==> src/rtl/flags_register_stack.sv <==
// Status word with a per-bit write mask, a DEPTH-entry save/restore stack and an
// ARM condition-code evaluator driven from the registered NZCV flags.
module flags_register_stack #(
    parameter int WIDTH    = 32,
    parameter int DEPTH    = 4,
    parameter int FLAG_LSB = 28
) (
    input  logic                       clk,
    input  logic                       rst,
    input  logic [WIDTH-1:0]           Di,
    input  logic                       enable,
    input  logic [WIDTH-1:0]           mask,
    input  logic                       push,
    input  logic                       pop,
    input  logic [3:0]                 cond,
    output logic [WIDTH-1:0]           Do,
    output logic                       cond_pass,
    output logic [$clog2(DEPTH+1)-1:0] depth,
    output logic                       full,
    output logic                       empty,
    output logic                       ovf_err,
    output logic                       unf_err
);

    localparam int DW = $clog2(DEPTH + 1);
    localparam int AW = (DEPTH > 1) ? $clog2(DEPTH) : 1;
    localparam logic [DW-1:0] DEPTH_V = DW'(DEPTH);

    logic [WIDTH-1:0] do_q;
    logic [WIDTH-1:0] do_next;
    logic [WIDTH-1:0] wr_val;
    logic [WIDTH-1:0] stack_q [DEPTH];
    logic [DW-1:0]    depth_q;
    logic [DW-1:0]    depth_next;
    logic [AW-1:0]    top_idx;
    logic [AW-1:0]    push_idx;
    logic             ovf_q;
    logic             unf_q;
    logic             is_empty;
    logic             is_full;
    logic             do_restore;
    logic             do_swap;
    logic             do_push;
    logic             ovf_set;
    logic             unf_set;
    logic             flag_n;
    logic             flag_z;
    logic             flag_c;
    logic             flag_v;

    assign is_empty = (depth_q == '0);
    assign is_full  = (depth_q == DEPTH_V);
    assign top_idx  = AW'(depth_q - DW'(1));
    assign push_idx = AW'(depth_q);
    assign wr_val   = (do_q & ~mask) | (Di & mask);

    // Pop (and swap) win over push; push+pop on an empty stack degrades to a plain push.
    assign do_restore = pop && !is_empty;
    assign do_swap    = do_restore && push;
    assign do_push    = push && !do_restore && !is_full;
    assign ovf_set    = push && !pop && is_full;
    assign unf_set    = pop && !push && is_empty;

    always_comb begin
        do_next    = do_q;
        depth_next = depth_q;
        if (do_restore) begin
            do_next = stack_q[top_idx];
        end else if (!enable) begin
            do_next = wr_val;
        end
        if (do_push) begin
            depth_next = depth_q + DW'(1);
        end else if (do_restore && !do_swap) begin
            depth_next = depth_q - DW'(1);
        end
    end

    always_ff @(posedge clk) begin
        if (rst) begin
            do_q    <= '0;
            depth_q <= '0;
            ovf_q   <= 1'b0;
            unf_q   <= 1'b0;
        end else begin
            do_q    <= do_next;
            depth_q <= depth_next;
            if (ovf_set) ovf_q <= 1'b1;
            if (unf_set) unf_q <= 1'b1;
            // The pre-write Do is what gets saved, both on push and on swap.
            if (do_push) begin
                stack_q[push_idx] <= do_q;
            end else if (do_swap) begin
                stack_q[top_idx] <= do_q;
            end
        end
    end

    assign flag_v = do_q[FLAG_LSB];
    assign flag_c = do_q[FLAG_LSB+1];
    assign flag_z = do_q[FLAG_LSB+2];
    assign flag_n = do_q[FLAG_LSB+3];

    always_comb begin
        cond_pass = 1'b0;
        case (cond)
            4'h0: cond_pass = flag_z;
            4'h1: cond_pass = !flag_z;
            4'h2: cond_pass = flag_c;
            4'h3: cond_pass = !flag_c;
            4'h4: cond_pass = flag_n;
            4'h5: cond_pass = !flag_n;
            4'h6: cond_pass = flag_v;
            4'h7: cond_pass = !flag_v;
            4'h8: cond_pass = flag_c && !flag_z;
            4'h9: cond_pass = !flag_c || flag_z;
            4'hA: cond_pass = (flag_n == flag_v);
            4'hB: cond_pass = (flag_n != flag_v);
            4'hC: cond_pass = !flag_z && (flag_n == flag_v);
            4'hD: cond_pass = flag_z || (flag_n != flag_v);
            4'hE: cond_pass = 1'b1;
            default: cond_pass = 1'b0;
        endcase
    end

    assign Do      = do_q;
    assign depth   = depth_q;
    assign full    = is_full;
    assign empty   = is_empty;
    assign ovf_err = ovf_q;
    assign unf_err = unf_q;

endmodule

==> config.mk <==
export PLATFORM = sky130hd
export DESIGN_NAME = flags_register_stack
export DESIGN_NICKNAME = d
export VERILOG_FILES = /design/src/rtl/flags_register_stack.sv
export SDC_FILE = /design/constraint.sdc
export NUM_CORES = 1
export LEC_CHECK = 0
export CORE_MARGIN = 1
export CORE_UTILIZATION = 53
export CTS_CLUSTER_DIAMETER = 40
export DETAILED_ROUTE_END_ITERATION = 6
export GPL_ROUTABILITY_DRIVEN = 0
export PLACE_DENSITY = 0.79
export RECOVER_POWER = 50
export SYNTH_ARGS = -nofsm -noshare
export SYNTH_HDL_FRONTEND = slang
export SYNTH_SLANG_ARGS = --single-unit
export TNS_END_PERCENT = 50
==> constraint.sdc <==
create_clock -name clk -period 4.9 [get_ports clk]
set_clock_uncertainty 0.15 [all_clocks]
set_input_delay 0.98 -clock clk [delete_from_list [all_inputs] [get_ports clk]]
set_output_delay 0.98 -clock clk [all_outputs]
set_load 0.005 [all_outputs]
Word level (Yosys, flattened, before mapping). Memory sizes are Yosys's and may differ from the RTL's. Index checks and enable logic that the tools add are counted.

Bits in registers: 37. Latch bits: 0. Bits in writable memories: 128. Bits in read-only memories: 0. Input port bits: 73. Output and inout port bits: 40. Logic and storage cells: 71. Memories kept: 1.

Memory list: stack_q (words 4, width 32, read ports 1, clocked after Yosys merged registers in 0, write ports 1, RTL line 32) `logic [WIDTH-1:0] stack_q [DEPTH];`.

Add/subtract/negate cells: 2. Multiply operators: 0. Div/mod/pow operators: 0. $lt $le $gt $ge: 0. Equality and inequality tests: 18. Shift-type cells: 0. Multiplexer cells: 15. Bitwise operators: 4. Reductions and logical operators: 27.

Operators by type and width (number): $mux W32 (3); $and A32 B32 Y32 (2); $not A32 Y32 (1); $or A32 B32 Y32 (1); $reduce_or A32 Y1 (1); $eq A4 B4 Y1 const B (7); $eq A4 B3 Y1 const B (4); $pmux W1 S15 (1); $logic_and A1 B1 Y1 (11); $logic_not A1 Y1 (10); $eq A4 B2 Y1 const B (2); $mux W1 (8); $mux W3 (2); $eq A4 B1 Y1 const B (1); $logic_not A4 Y1 (1); $add A3 B1 Y3 const B (1); $eq A3 B3 Y1 const B (1); $logic_not A3 Y1 (1); $sub A3 B1 Y3 const B (1); $logic_or A1 B1 Y1 (2); $mux W2 (1); $ne A2 B1 Y1 const B (1); $reduce_bool A2 Y1 (1); $eq A1 B1 Y1 (1); $ne A1 B1 Y1 (1).

Depth between registers and ports, before layout. Gate-level depths: netlist of run 1.

Depth in word-level cells: 11. Mapped depth: 8. Mapped depth without buffers: 6.

Worst setup path after synthesis of run 1. Ideal clock, no wire load.

Path kind: reg-to-reg. From: reg depth_q[0] (netlist: depth[0]). To: mem stack_q[2][0] (enable). Setup time: 432 ps. Arrival time: 3313 ps. Required time: 4318 ps. Setup slack: 1005 ps. Cell stages (with the launch flop): 8. Path buffers: 3. Clock period less this slack: 3895 ps. Cells stage by stage: dfxtp_1 buf_2 inv_1 ha_1 buf_2 buf_2 or3_1 a21oi_1.

Cells in the longest elaborated chain, start to end: 11. Elaborated cells on any way between the ends: 20. Those cells by class: 1 x add/sub; 1 x eq/ne; 9 x mux; 9 x reduce/logical.

RTL lines: start: declaration (RTL line 33) `logic [DW-1:0] depth_q;`; start signal: assignment (RTL line 87) `depth_q <= depth_next;`; $logic_not A3 Y1 (RTL line 51) `assign is_empty = (depth_q == '0);`; $logic_not A1 Y1 (RTL line 58) `assign do_restore = pop && !is_empty;`; $logic_and A1 B1 Y1 (RTL line 58); $logic_not A1 Y1 (RTL line 60) `assign do_push = push && !do_restore && !is_full;`; $logic_and A1 B1 Y1 (2 in a row) (RTL line 60); $mux W1 (RTL line 91) `if (do_push) begin`; $mux W1 (RTL line 80) `if (rst) begin`; $mux W1 (not written as such) (RTL line 94) `stack_q[top_idx] <= do_q;`; $reduce_or A32 Y1 (no source line); $mux W2 (no source line) / $mux W1 (equally long branches); end: declaration (RTL line 32).

Several ways; a longest one is shown, not always the timed one.

Worst setup path in the final report of run 1.
From: in cond[1]. To: out cond_pass.

Cells in the longest elaborated chain, start to end: 2. Elaborated cells on any way between the ends: 16. Those cells by class: 14 x eq/ne; 1 x mux; 1 x reduce/logical.

RTL lines: start: declaration (RTL line 15) `input logic [3:0] cond,`; $eq A4 B4 Y1, or another cell as far along (RTL line 106) `case (cond)`; $pmux W1 S15 (*) (RTL line 106); end: declaration (RTL line 17) `output logic cond_pass,`.

Mark *: on every way between the ends. The rest lies on a longest branch, timed or not.

==> key figures, run 1 <==
Global routing
  – Vias in the first global route: 4249
  – Largest net degree at the start of global routing: 44
  – GRT overflow: 0
  – Initial antenna violation count: 0
  – Gr usage total: 22.41%
  – First-pass GRT wire length: 21890 µm

CTS
  – Post-CTS setup buffer count: 0
  – Worst-skew pair later-pin latency: 0.41 ns
  – Post-CTS Hold Buffers: 0
  – Root Buffer: clkbuf_16
  – Reg clk slew, reported paths: 0.07 ns
  – Num CTS Buffers: 17
  – CTS tree: yes
  – CTS Buffer Depth: 2
  – Clock sinks: 165
  – PostCTS Resize Cnt: 0
  – H-tree depth: 4

Logic synthesis
  – Synth top area share: 56.47%
  – Top post-synthesis cells by area: edfxtp_1 56%, dfxtp_1 11%, mux4_2 11%, mux2i_1 4.7%, a211oi_1 3.5%
  – Synth warnings: 0
  – Syn Area/Cell: 16.02 µm²
  – Yosys top cell by area: edfxtp_1
  – Main synth FF type: edfxtp_1
  – Number of flops mapped to enable cells by yosys: 128
  – #FFs+latches synth: 165
  – Share of flip-flops with an asynchronous set or reset: 0%
  – Sequential fraction of the synthesis area: 67.35%
  – Post-Synthesis Cells: 425
  – Net Count, Synth: 501
  – Netlist cell types: 38
  – Post-synthesis cell area: 6807 µm²

Die
  – # IOs: 113
  – Die W: 115.3 µm
  – Row Count: 41
  – Die Height: 115.3 µm
  – Initial Util: 54.16%
  – Die ar.: 13300 µm²
  – Core area: 12570 µm²

Detailed routing
  – Total number of vias: 4029
  – Avg WL per Cell: 18.70 µm
  – Final WL: 13500 µm
  – 1st-iter DRT viols: 301
  – First drt pass iteration count: 4
  – Final ANT Viol Nets: 0
  – DRC: 0
  – Drt via density: 5.580

Pwr
  – VDD IR-drop max: 312.5 µV
  – Leakage: 2.968 nW
  – PwrDens: 558.0 nW/µm²
  – Pwr Total: 4.838 mW

Cells and area
  – Area growth syn-to-layout: 27.39%
  – Nets@finish: 613
  – Non-Filler Instances: 722
  – Diode count: 0
  – Post-route design area: 8671 µm²
  – Layout cell share with drive strength beyond 1: 14.55%
  – Commonest non-fill, non-tap cell in the layout: edfxtp_1
  – Final Core Density: 68.99%
  – Commonest non-fill, non-tap cells in the layout: 128 x edfxtp_1, 78 x clkdlybuf4s50_1, 41 x nor2_1, 36 x dfxtp_1, 35 x nor2b_1

Timing
  – Setup TNS: 0 ns
  – Relative slew margins: -11.24%
  – Fmax: 248.7 MHz
  – Hold Vio Cnt, Final: 0
  – Crit share post-route: 82.06%
  – RSZ-0062 raised after global routing: false
  – Hold Slack: 0.3247 ns
  – Final Setup Violations: 0
  – Max Slew Vio Count: 37
  – Post-layout min period: 4.021 ns
  – Worst Tran Pin Value: 1.669 ns
  – Setup WS post-layout: 0.8791 ns

Placed design
  – Placed Instances: 690
  – Post-DP HPWL: 8191 µm
  – Post-place instance area: 8092 µm²
  – Worst slack, placed: 0.8957 ns
  – PortBufs: 112

Job
  – Max-cap violation count: 1

Setup path
  – Data arrival, critical path: 2.89 ns
  – Worst Path Class, Setup: in2out
  – Worst setup EP type: output port
  – Startpoint Class: primary input
  – Crit path max fanout: 8
  – Worst Path Required: 3.77 ns

Status
  – Violated checks: max-capacitance violations, max-slew violations
  – Status: finished, violations left

Hold path
  – Worst hold path type: reg2reg
layout make-up:
type,count,area [µm²]
well taps,172,215.2
flip-flops and latches,165,4586
inverters,7,26.28
multi-input cells,227,2079
repair buffers,119,1169
clock buffers,21,481.7
clock inverters,11,113.9
fillers,812,3897
report_power, final:
part           switching, mW  internal, mW
combinational          0.702         0.731
clock                  0.524         0.766
sequential             0.204          1.91
per-layer routing:
layer  GRT usage (%)  part of all wire (%)  vias to the layer above
met1           29.06                    42                     2035
met2           37.52                    53                      116
met3           4.692                   4.7                        4
met4           8.225                  0.53                        0
met5               0                     0                        -
li1                -                     -                     1874
logic make-up after synthesis:
family | share of synthesized area, %
AO/OA/AOI/OAI | 5.864
XOR/XNOR | 0.9008
adder cells (fa/ha/maj) | 0.5515
buffers and inverters | 2.537
flip-flops | 67.35
multiplexers | 15.29
AND/OR/NAND/NOR | 7.500
synth_stat cells, types with 2 or more instances:
master and number:
buf_2 9, mux2i_1 32, ha_1 3, and3b_1 2, xor2_1 3, a211oi_1 32, buf_1 2, inv_1 7
nand2_1 6, a21oi_1 8, o21ai_0 5, o211ai_1 2, mux4_2 32, a31oi_1 2, clkbuf_1 10, xnor2_1 4
nor2b_1 35, buf_6 5, nor2_1 41, a22oi_1 2, nand3_1 2, edfxtp_1 128, nor3_1 2, dfxtp_1 37
critical path, cell delays in order:
cell	delay [ns]
clkdlybuf4s50_1	0.52
or3b_2	0.50
a21oi_1	0.16
o21ai_0	0.09
o311ai_1	0.09
clkdlybuf4s50_1	0.55
worst paths after layout:
kind	from	endpoint	slack, ns	cells after the start
setup / recovery	cond[1]	cond_pass	0.88	6
hold / removal	ovf_err	ovf_err	0.32	2
setup reg to reg	depth[1]	stack_q[0][25]	1.12	6
hold reg to reg	ovf_err	ovf_err	0.32	2
(Power assumes the default switching activity.)
==> run 2, diff against run 1 <==
==> constraint.sdc (replaced) <==
create_clock -name clk -period 3.9 [get_ports clk]
set_clock_uncertainty 0.15 [all_clocks]
set_input_delay 0.78 -clock clk [delete_from_list [all_inputs] [get_ports clk]]
set_output_delay 0.78 -clock clk [all_outputs]
set_load 0.005 [all_outputs]
==> run 2 against run 1 <==
Effect of this change:
- clock power up 26%
- first-iteration DRC count grew 16%
- highest routed layer unchanged
- critical path type unchanged
- cell count grew 0.28%
- non-clock buffer count rose by 3
- the flow now finishes without violations
- global-route usage rose by 0.24 points
- critical endpoint unchanged
==> key figures, run 2 (synthesis results as in run 1) <==
Status
  – Status: complete, no violations (was finished, violations left)

Timing
  – Post-layout min period: 3.631 ns
  – Hold Slack: 0.3153 ns (was 0.3247 ns)
  – Max Slew Vio Count: 0 (was 37)
  – Worst Tran Pin Value: 1.400 ns (was 1.669 ns)
  – RSZ-0062 raised after global routing: false (unchanged)
  – Setup TNS: 0 ns (unchanged)
  – Relative slew margins: 6.677% (was -11.24%)
  – Hold Vio Cnt, Final: 0 (unchanged)
  – Fmax: 275.4 MHz
  – Crit share post-route: 93.12%
  – Final Setup Violations: 0 (unchanged)

CTS
  – Root Buffer: clkbuf_16 (unchanged)
  – Post-CTS Hold Buffers: 0 (unchanged)
  – CTS Buffer Depth: 2 (unchanged)
  – Reg clk slew, reported paths: 0.06 ns (was 0.07 ns)
  – Post-CTS setup buffer count: 0 (unchanged)
  – PostCTS Resize Cnt: 0 (unchanged)
  – Worst-skew pair later-pin latency: 0.40 ns (was 0.41 ns)
  – Clock sinks: 165 (unchanged)
  – Num CTS Buffers: 17 (unchanged)
  – H-tree depth: 4 (unchanged)
  – CTS tree: yes (unchanged)

Placed design
  – Post-DP HPWL: 8454 µm (was 8191 µm)
  – Placed Instances: 693 (was 690)
  – PortBufs: 112 (unchanged)

Setup path
  – Crit path cell chain: clkdlybuf4s50_1, or3b_2, a21oi_1, o21ai_0, o311ai_1, clkdlybuf4s50_1 (unchanged)
  – Top cell by count, worst path: clkdlybuf4s50_1 (unchanged)
  – Data arrival, critical path: 2.70 ns (was 2.89 ns)
  – Worst Path Required: 2.97 ns (was 3.77 ns)
  – Worst setup EP type: output port (unchanged)
  – CP bufs+invs: 2 (unchanged)
  – Crit-path leading delay family: buffers and inverters (unchanged)
  – Critical path's largest stage delay: 0.55 ns (about the same)
  – Worst Path Class, Setup: in2out (unchanged)
  – Slowest CP cell: clkdlybuf4s50_1 (unchanged)
  – Startpoint Class: primary input (unchanged)
  – Crit path max fanout: 9 (was 8)

Detailed routing
  – 1st-iter DRT viols: 349 (was 301)
  – Final WL: 14020 µm (was 13500 µm)
  – Final ANT Viol Nets: 0 (unchanged)
  – First drt pass iteration count: 4 (unchanged)
  – DRC: 0 (unchanged)
  – Drt via density: 5.598 (was 5.580)
  – Avg WL per Cell: 19.36 µm (was 18.70 µm)
  – Total number of vias: 4053 (was 4029)

Die
  – Die W: 115.3 µm (unchanged)
  – # IOs: 113 (unchanged)
  – Die Height: 115.3 µm (unchanged)
  – Core area: 12570 µm² (unchanged)
  – Die ar.: 13300 µm² (unchanged)
  – Row Count: 41 (unchanged)
  – Initial Util: 54.16% (unchanged)

Cells and area
  – Commonest non-fill, non-tap cell in the layout: edfxtp_1 (unchanged)
  – Commonest non-fill, non-tap cells in the layout: 128 x edfxtp_1, 78 x clkdlybuf4s50_1, 41 x nor2_1, 36 x dfxtp_1, 35 x nor2b_1 (unchanged)
  – Area growth syn-to-layout: 27.76% (was 27.39%)
  – Layout cell share with drive strength beyond 1: 14.49% (was 14.55%)
  – Nets@finish: 616 (was 613)
  – Non-Filler Instances: 724 (was 722)
  – Layout fillers: 819 (was 812)
  – Diode count: 0 (unchanged)
  – Final Core Density: 69.19% (was 68.99%)

Pwr
  – Clock power frac: 26.6% (was 26.7%)
  – P_int: 4.318 mW (was 3.409 mW)
  – Leakage: 2.980 nW (was 2.968 nW)
  – Switching Share: 29.03% (was 29.55%)
  – Combinational share of power: 29.5% (was 29.6%)
  – NetSw: 1.766 mW (was 1.430 mW)
  – VDD IR-drop max: 397.8 µV (was 312.5 µV)
  – PwrDens: 699.7 nW/µm² (was 558.0 nW/µm²)
  – Reg power frac: 43.9% (was 43.7%)

Global routing
  – Gr usage total: 22.65% (was 22.41%)
  – Initial antenna violation count: 0 (unchanged)
  – Vias in the first global route: 4204 (was 4249)
  – Largest net degree at the start of global routing: 40 (was 44)
  – First-pass GRT wire length: 21890 µm (about the same)
  – GRT overflow: 0 (unchanged)

Job
  – Max-cap violation count: 0 (was 1)

Hold path
  – Worst hold path type: reg2reg (unchanged)
## run 2: power groups by stage
| stage | registers, mW | clock network [mW] | logic, mW |
|---|---|---|---|
| after global routing | 2.71 | 1.72 | 1.96 |
| after floorplan | 2.62 | 0 | 1.19 |
| after CTS | 2.68 | 1.64 | 1.87 |
| final | 2.67 | 1.62 | 1.79 |
| after detailed placement | 2.70 | 0 | 1.83 |
| after global placement | 2.67 | 0 | 1.80 |
## run 2: metal layers
layer | part of all wire (%) | global-route usage (%) | vias to the layer above
met5 | 0 | 0 | -
met4 | 1.7 | 9.091 | 0
met3 | 5.6 | 4.164 | 14
met2 | 52 | 38.36 | 156
met1 | 41 | 29.04 | 2013
li1 | - | - | 1870
## run 2: worst paths after layout
kind / from / end / slack [ns] / cells after the start
worst max-delay path: cond[3] / cond_pass / 0.27 / 6
worst min-delay path: unf_err / unf_err / 0.32 / 2
worst max register to register: depth[0] / stack_q[0][7] / 0.46 / 3
worst min register to register: unf_err / unf_err / 0.32 / 2
## run 2: tightest hold or removal path, stage by stage (launching register included)
cell and delay, ns:
dfxtp_1 0.32, a21oi_1 0.04, nor2_1 0.07
## run 2: through the flow
stage | cell area (µm²) | power, mW | worst slack, ns
6_report | 8696 | 6.084 | 0.2685
3_3_place_gp | 8114 | 4.476 | 0.3402
2_1_floorplan | 6807 | 3.810 | 0.005080
5_1_grt | 8696 | 6.392 | 0.1042
3_5_place_dp | 8114 | 4.538 | 0.2799
4_1_cts | 8708 | 6.187 | 0.2610
## run 2: area by class of cell
| class | instances | area [µm²] | area share, % |
|---|---|---|---|
| Sequential cell | 165 | 4586 | 52.73 |
| Multi-Input combinational cell | 227 | 2086 | 23.99 |
| Timing Repair Buffer | 122 | 1189 | 13.67 |
| Clock buffer | 25 | 529.3 | 6.086 |
| Tap cell | 172 | 215.2 | 2.475 |
| Clock inverter | 6 | 65.06 | 0.7482 |
| Inverter | 7 | 26.28 | 0.3022 |
